--- config.mk ---
export PLATFORM = sky130hd
export DESIGN_NAME = mem_arbiter
export DESIGN_NICKNAME = d
export VERILOG_FILES = /design/src/rtl/mem_arbiter.sv
export SDC_FILE = /design/constraint.sdc
export NUM_CORES = 1
export LEC_CHECK = 0
export CAP_MARGIN = 20
export CORE_AREA = 5 5 152 154
export DETAILED_ROUTE_END_ITERATION = 12
export DIE_AREA = 0 0 157 159
export GPL_TIMING_DRIVEN = 0
export PLACE_DENSITY = 0.73
export SLEW_MARGIN = 20
export SYNTH_ARGS = -nofsm -noshare
export SYNTH_HDL_FRONTEND = slang
export SYNTH_SLANG_ARGS = --single-unit
--- constraint.sdc ---
create_clock -name clk -period 5.5 [get_ports clk]
set_input_delay 1.1 -clock clk [delete_from_list [all_inputs] [get_ports clk]]
set_output_delay 1.1 -clock clk [all_outputs]
set_load 0.03 [all_outputs]
--- src/rtl/mem_arbiter.sv ---
// mem_arbiter: grants one of NUM_CORES cores a 3-cycle access to a shared synchronous RAM.
// Define MEM_ARB_FIXED_PRIO_EN for fixed lowest-index priority; round-robin otherwise.
module mem_arbiter #(
    parameter int NUM_CORES = 4,
    parameter int ADDR_W    = 32,
    parameter int DATA_W    = 32
) (
    input  logic                        clk,
    input  logic                        rst_n,
    input  logic [NUM_CORES-1:0]        core_req,
    input  logic [NUM_CORES-1:0]        core_we,
    input  logic [NUM_CORES*ADDR_W-1:0] core_addr,
    input  logic [NUM_CORES*DATA_W-1:0] core_wdata,
    output logic [NUM_CORES-1:0]        core_gnt,
    output logic [NUM_CORES-1:0]        core_rvalid,
    output logic [DATA_W-1:0]           core_rdata,
    output logic                        mem_req,
    output logic                        mem_we,
    output logic [ADDR_W-1:0]           mem_addr,
    output logic [DATA_W-1:0]           mem_wdata,
    input  logic [DATA_W-1:0]           mem_rdata,
    output logic                        busy
);

    localparam int                   PTR_W    = $clog2(NUM_CORES);
    localparam logic [PTR_W:0]       NCORES_W = (PTR_W + 1)'(NUM_CORES);
    localparam logic [PTR_W-1:0]     LAST_IDX = PTR_W'(NUM_CORES - 1);
    localparam logic [NUM_CORES-1:0] ONE_HOT0 = NUM_CORES'(1);

    typedef enum logic [1:0] {IDLE, ACCESS, CAPTURE} state_e;

    state_e                state_q, state_d;
    logic [PTR_W-1:0]      win_q, win_d;
    logic                  mem_req_q, mem_req_d;
    logic                  mem_we_q, mem_we_d;
    logic [ADDR_W-1:0]     mem_addr_q, mem_addr_d;
    logic [DATA_W-1:0]     mem_wdata_q, mem_wdata_d;
    logic [NUM_CORES-1:0]  rvalid_q, rvalid_d;
    logic [DATA_W-1:0]     rdata_q, rdata_d;

    logic [PTR_W-1:0]      pick_start;
    logic [2*NUM_CORES-1:0] req_rot;
    logic [PTR_W-1:0]      pick_off;
    logic [PTR_W:0]        pick_sum;
    logic [PTR_W-1:0]      pick_idx;
    logic [NUM_CORES-1:0]  gnt;
    logic                  handshake;
    logic                  sel_we;
    logic [ADDR_W-1:0]     sel_addr;
    logic [DATA_W-1:0]     sel_wdata;

`ifdef MEM_ARB_FIXED_PRIO_EN
    assign pick_start = '0;
`else
    logic [PTR_W-1:0] rr_ptr_q, rr_ptr_d;
    assign pick_start = rr_ptr_q;
`endif

    // Rotate so the scan start sits at bit 0; the lowest set bit is then the winner's offset.
    assign req_rot = {core_req, core_req} >> pick_start;

    // NOTE: every always_comb output gets a default first, so no path can infer a latch.
    always_comb begin
        pick_off = '0;
        for (int i = NUM_CORES - 1; i >= 0; i--) begin
            if (req_rot[i]) pick_off = PTR_W'(i);
        end
        pick_sum = {1'b0, pick_start} + {1'b0, pick_off};
        pick_idx = (pick_sum >= NCORES_W) ? PTR_W'(pick_sum - NCORES_W) : pick_sum[PTR_W-1:0];
    end

    assign gnt       = (state_q == IDLE && |core_req) ? (ONE_HOT0 << pick_idx) : '0;
    assign handshake = |(core_req & gnt);

    always_comb begin
        sel_we    = 1'b0;
        sel_addr  = '0;
        sel_wdata = '0;
        for (int i = 0; i < NUM_CORES; i++) begin
            if (pick_idx == PTR_W'(i)) begin
                sel_we    = core_we[i];
                sel_addr  = core_addr[i*ADDR_W +: ADDR_W];
                sel_wdata = core_wdata[i*DATA_W +: DATA_W];
            end
        end
    end

    always_comb begin
        state_d     = state_q;
        win_d       = win_q;
        mem_req_d   = 1'b0;
        mem_we_d    = mem_we_q;
        mem_addr_d  = mem_addr_q;
        mem_wdata_d = mem_wdata_q;
        rvalid_d    = '0;
        rdata_d     = rdata_q;
`ifndef MEM_ARB_FIXED_PRIO_EN
        rr_ptr_d    = rr_ptr_q;
`endif
        unique case (state_q)
            IDLE: begin
                if (handshake) begin
                    state_d     = ACCESS;
                    win_d       = pick_idx;
                    mem_req_d   = 1'b1;
                    mem_we_d    = sel_we;
                    mem_addr_d  = sel_addr;
                    mem_wdata_d = sel_wdata;
`ifndef MEM_ARB_FIXED_PRIO_EN
                    rr_ptr_d    = (pick_idx == LAST_IDX) ? '0 : pick_idx + 1'b1;
`endif
                end
            end
            ACCESS:  state_d = CAPTURE;
            CAPTURE: begin
                // Writes complete with zero data so a stale read value never leaks out.
                rdata_d  = mem_we_q ? '0 : mem_rdata;
                rvalid_d = ONE_HOT0 << win_q;
                state_d  = IDLE;
            end
            default: state_d = IDLE;
        endcase
    end

    // NOTE: sequential state uses non-blocking assignments so every flop samples pre-edge values.
    always_ff @(posedge clk or negedge rst_n) begin
        if (!rst_n) begin
            state_q     <= IDLE;
            win_q       <= '0;
            mem_req_q   <= 1'b0;
            mem_we_q    <= 1'b0;
            mem_addr_q  <= '0;
            mem_wdata_q <= '0;
            rvalid_q    <= '0;
            rdata_q     <= '0;
`ifndef MEM_ARB_FIXED_PRIO_EN
            rr_ptr_q    <= '0;
`endif
        end else begin
            state_q     <= state_d;
            win_q       <= win_d;
            mem_req_q   <= mem_req_d;
            mem_we_q    <= mem_we_d;
            mem_addr_q  <= mem_addr_d;
            mem_wdata_q <= mem_wdata_d;
            rvalid_q    <= rvalid_d;
            rdata_q     <= rdata_d;
`ifndef MEM_ARB_FIXED_PRIO_EN
            rr_ptr_q    <= rr_ptr_d;
`endif
        end
    end

    assign core_gnt    = gnt;
    assign core_rvalid = rvalid_q;
    assign core_rdata  = rdata_q;
    assign mem_req     = mem_req_q;
    assign mem_we      = mem_we_q;
    assign mem_addr    = mem_addr_q;
    assign mem_wdata   = mem_wdata_q;
    assign busy        = (state_q != IDLE);

endmodule

Word-level counts from Yosys, hierarchy flattened --
Cells that the tools add are included.
Storage, ports and cells: register bits 108, input bits 298, output and inout bits 107, word-level logic and storage cells 55
Cells by class: $add $sub $neg 3, magnitude comparators 1, eq/ne operators 6, shifts and indexed selects 3, multiplexer cells 25, bitwise operators 1, reductions and logical operators 7
Operators by type and width (number):
- $mux 32 | 9
- $mux 2 | 7
- $mux 4 | 2
- $reduce_or 4->1 | 2
- $shl 1x2->4 const A | 2
- $shr 8x2->4 | 1
- $eq 2x2->1 const B | 3
- $mux 1 | 6
- $and 4x4->4 | 1
- $eq 2x1->1 const B | 2
- $logic_not 2->1 | 2
- $pmux 2 s2 | 1
- $add 2x2->3 | 1
- $ge 3x3->1 const B | 1
- $add 2x1->2 const B | 1
- $ne 2x2->1 const B | 1
- $reduce_and 2->1 | 1
- $reduce_bool 2->1 | 1
- $sub 2x1->2 const B | 1
- $logic_and 1x1->1 | 1

Logic depth before layout (Yosys ltp) --
depth after elaboration 14, gate-level depth with buffers 18, depth with buffers taken out 14

Worst setup path before layout --
Ideal clock, no wire load.
path kind input to output, from in core_req[2], to out core_gnt[1], arrival time 3615 ps, data required time 4400 ps, slack 785 ps, cell stages on the path 13, buffers on the path 3, path through buf_2 a221o_1 nand2_1 o221ai_1 ha_1 xnor2_1 nand3_1 and2_1 inv_1 ha_1 clkbuf_1 clkbuf_1 and2_1
On the way: cells in the longest elaborated chain, start to end 10, elaborated cells between the ends (all ways) 13, classes of those cells add/sub: 2; order compare: 1; shift: 2; mux: 6; reduce/logical: 2
Ends and longest elaborated chain:
- start, declared | line 10 | input logic [NUM_CORES-1:0] core_req,
- $shr 8x2->4 * | line 60 | assign req_rot = {core_req, core_req} >> pick_start;
- $mux 2 (3 in a row) | line 66 | if (req_rot[i]) pick_off = PTR_W'(i);
- $mux 2 * | line 66
- $add 2x2->3 * | line 68 | pick_sum = {1'b0, pick_start} + {1'b0, pick_off};
- $ge 3x3->1 / $sub 2x1->2 (equally long branches) | line 69 | pick_idx = (pick_sum >= NCORES_W) ? PTR_W'(pick_sum - NCORES_W) : pick_sum[PTR_W-1:0];
- $mux 2 * | line 69
- named net pick_idx[1] | line 45 | logic [PTR_W-1:0] pick_idx;
- $shl 1x2->4 * | line 72 | assign gnt = (state_q == IDLE && |core_req) ? (ONE_HOT0 << pick_idx) : '0;
- $mux 4 * | line 72
- end, declared | line 14 | output logic [NUM_CORES-1:0] core_gnt,
The timed path passes the listed nets; every way through them passes the cells marked *.

Worst setup path after layout --
from in core_req[1], to out core_gnt[0]
Same word-level chain as after synthesis.

==> results.json <==
{
  "total_power_uw": 10400,
  "synth_most_common_cell": "dfrtp_1",
  "synth_area_per_cell_um2": 8.27,
  "cts_tree": "yes",
  "design_area_mm2": 0.0123,
  "design.core.area_mm2": 0.0216,
  "finalSetupViolCount": 0,
  "synthToLayoutAreaGrowth_pct": 62.9,
  "multi_input_area_mm2": 0.00406,
  "clkPwrFrac_pct": 6.2,
  "startpoint_type": "input port",
  "fill_cells": 2043,
  "yosys.area.top_type_share_pct": 35.9,
  "worstPathMaxFanout": 10,
  "crit_required_ns": 4.40,
  "ys_types": 43,
  "rsz0062_at_grt": "no",
  "rows": 54,
  "place_area_mm2": 0.0119,
  "period_needed_ns": 5.23,
  "cts_buffers": 9,
  "drtIter0Drc": 638,
  "grt-ovfl-total": 0,
  "die_area_mm2": 0.0250,
  "min_to": "core_rdata[16]$_DFFE_PN0P_",
  "finalWirelength_mm": 36.9,
  "synth.area.top_cells": "dfrtp_1 (36%), a221oi_1 (7.6%), nand3b_1 (6.5%), nand4_1 (5.6%), nor4_1 (5.5%)",
  "worst_pin_slew_ns": 0.735,
  "async_reset_ff_share_pct": 100,
  "netlist_top_cells_count": "dfrtp_1 (108), clkbuf_1 (92), a21oi_1 (68), inv_1 (68)",
  "arrival_ns": 4.13,
  "power.switching_uw": 5590,
  "synth-edff-count": 0,
  "start_util_pct": 35.0,
  "ys_seq_area_share_pct": 35.9,
  "min_period_over_period_pct": 95.1,
  "min_from": "core_rdata[16]$_DFFE_PN0P_",
  "worstHoldPathCells": 2,
  "crit_path_end_kind": "output port",
  "seqPwrFrac_pct": 14.2,
  "outcome": "finished, final reports clean",
  "r2r-end": "mem_addr[19]$_DFFE_PN0P_",
  "rrSetupSlack_ns": 1.05,
  "synthFlopType": "dfrtp_1",
  "layout.cells.non_filler": 1609,
  "numClockSinks": 108,
  "die_height_um": 159,
  "clkLatencyLatePin_ns": 0.36,
  "clock_path_buffers": 2,
  "io_pins": 405,
  "hp-class": "reg2reg",
  "grt_usage_pct": 28.2,
  "wl_per_cell_um": 22.9,
  "reg2reg_depth": 17,
  "regArea_mm2": 0.00270,
  "yosys_register_bits": 108,
  "drc": 0,
  "postRouteAntennaNets": 0,
  "relSlewSlack_pct": 51.0,
  "dp_cells": 1594,
  "h-tree-depth": 3,
  "hold_viol_final": 0,
  "dp_hpwl_mm": 28.9,
  "grt_pass1_wl_mm": 55.1,
  "power_density_mw_per_mm2": 845,
  "synth_fp_nets": 1213,
  "final_nets": 1623,
  "vias_per_cell": 5.75,
  "root_buffer": "clkbuf_16",
  "die_w_um": 157,
  "drv_slew": 0,
  "io_buffers": 402,
  "fmax_mhz": 191,
  "maxCapViolations": 0,
  "pwr-share-comb_pct": 79.6,
  "reg2reg_from": "pick_start[0]$_DFFE_PN0P_",
  "syn_area_mm2": 0.00754,
  "ir_worst_vdd_mv": 0.413,
  "synth_cells": 911,
  "antenna_found_initial": 3,
  "yosys.area.top_type": "dfrtp_1",
  "place.gp.congestion": 0.917,
  "critPathKind": "in2out",
  "finClkSkew_ns": 0.0110,
  "drt_first_pass_iters": 5,
  "fin_worst_hold_slack_ns": 0.481,
  "p_int_uw": 4790,
  "grt_start_max_net_pins": 58,
  "p_leak_uw": 0.00467,
  "drive_above_1_share_pct": 6.86,
  "ys_warn_count": 0,
  "path_clk_slew_ns": 0.07,
  "swShare_pct": 53.8,
  "grt_pass1_vias": 9431,
  "ctsHoldBuffers": 0,
  "num_vias": 9258
}
-- layout make-up --
type	instances	area share, %
diodes	3	0.0611
plain buffers	118	4.53
clock buffers	11	1.98
clock inverters	5	0.357
inverters	68	2.08
multi-input cells	613	33.1
flip-flops and latches	108	22.0
well taps	280	2.85
repair buffers	403	33.1
-- power groups by stage --
stage / Combinational, uW / Sequential, uW / Clock, uW
final: 8260 / 1470 / 644
after global routing: 8920 / 1510 / 689
after CTS: 8200 / 1470 / 656
after detailed placement: 8170 / 1480 / 0
after global placement: 8080 / 1470 / 0
after floorplan: 4730 / 2160 / 0
-- metal layers --
layer,part of all wire [%],global-route usage [%],up-vias
met4,2.9,10.3,0
met5,0,0,-
met1,36,33.1,4440
met3,9.3,6.58,56
li1,-,-,4277
met2,51,49.9,485
-- per-stage QoR --
step | setup slack, ns | util (%) | setup TNS [ns]
6_report | 0.270 | 57.0 | 0
2_1_floorplan | 0.785 | - | 0
3_3_place_gp | -1.36 | 55.3 | -125.92
5_1_grt | 0.150 | 57.0 | 0
3_5_place_dp | -1.34 | 55.4 | -12.88
4_1_cts | -0.124 | 56.9 | -0.124
-- critical path: stages --
cell	delay, ns
dlymetal6s2s_1	0.26
nor2b_1	0.11
a221o_1	0.33
nand2_1	0.07
o221ai_1	0.13
ha_1	0.27
xor2_2	0.23
o21ai_1	0.14
and2_1	0.24
inv_1	0.10
ha_1	0.22
buf_4	0.24
clkbuf_8	0.24
and2_1	0.14
clkdlybuf4s15_2	0.29
-- worst max path at each step --
stage                            from          end  depth (start not counted)
after floorplan           core_req[2]  core_gnt[1]                         13
after global placement    core_req[0]  core_gnt[0]                         15
after detailed placement  core_req[0]  core_gnt[0]                         15
after CTS                 core_req[0]  core_gnt[0]                         15
after global routing      core_req[0]  core_gnt[0]                         15
final                     core_req[1]  core_gnt[0]                         15
-- cell usage in the layout (no fill, tap or decap), types with 4 or more instances in the layout --
cell type,Yosys,routed
buf_6,4,5
clkbuf_16,0,9
o21ai_0,33,33
nand3b_1,65,65
and2_1,5,5
nor4_1,66,66
nor2_1,5,5
inv_1,68,68
clkbuf_1,92,84
nand4_1,67,67
buf_4,7,8
clkbuf_8,0,4
a31oi_2,30,30
nand3_1,67,67
a21oi_1,68,68
nand2b_1,35,35
a221oi_1,65,65
nand2_1,36,36
clkdlybuf4s50_1,0,396
dfrtp_1,108,108
buf_2,16,16
mux2_2,4,4
a31oi_1,35,35
-- sequential cells by signal, summed over array words and instances (netlist names) --
name         cells
core_rdata      32
mem_addr        32
mem_wdata       32
core_rvalid      4
pick_start       2
state_q          2
win_q            2
mem_req          1
mem_we           1
-- repair_timing --
item                                    CTS  global route
gates resized for setup                  21             5
hold endpoints to repair                  0             0
endpoints found under the setup margin    4            34
gates cloned                              0             0
buffers inserted                          0             0
-- kinds of logic after synthesis --
| logic type | synth area share, % |
|---|---|
| simple gates | 28.8 |
| compound gates | 23.4 |
| buf+inv | 10.5 |
| flops | 35.9 |
| mux | 0.598 |
| fa+ha+maj | 0.664 |
| xor+xnor | 0.232 |
Note: power is estimated with default switching activity, not from simulation.
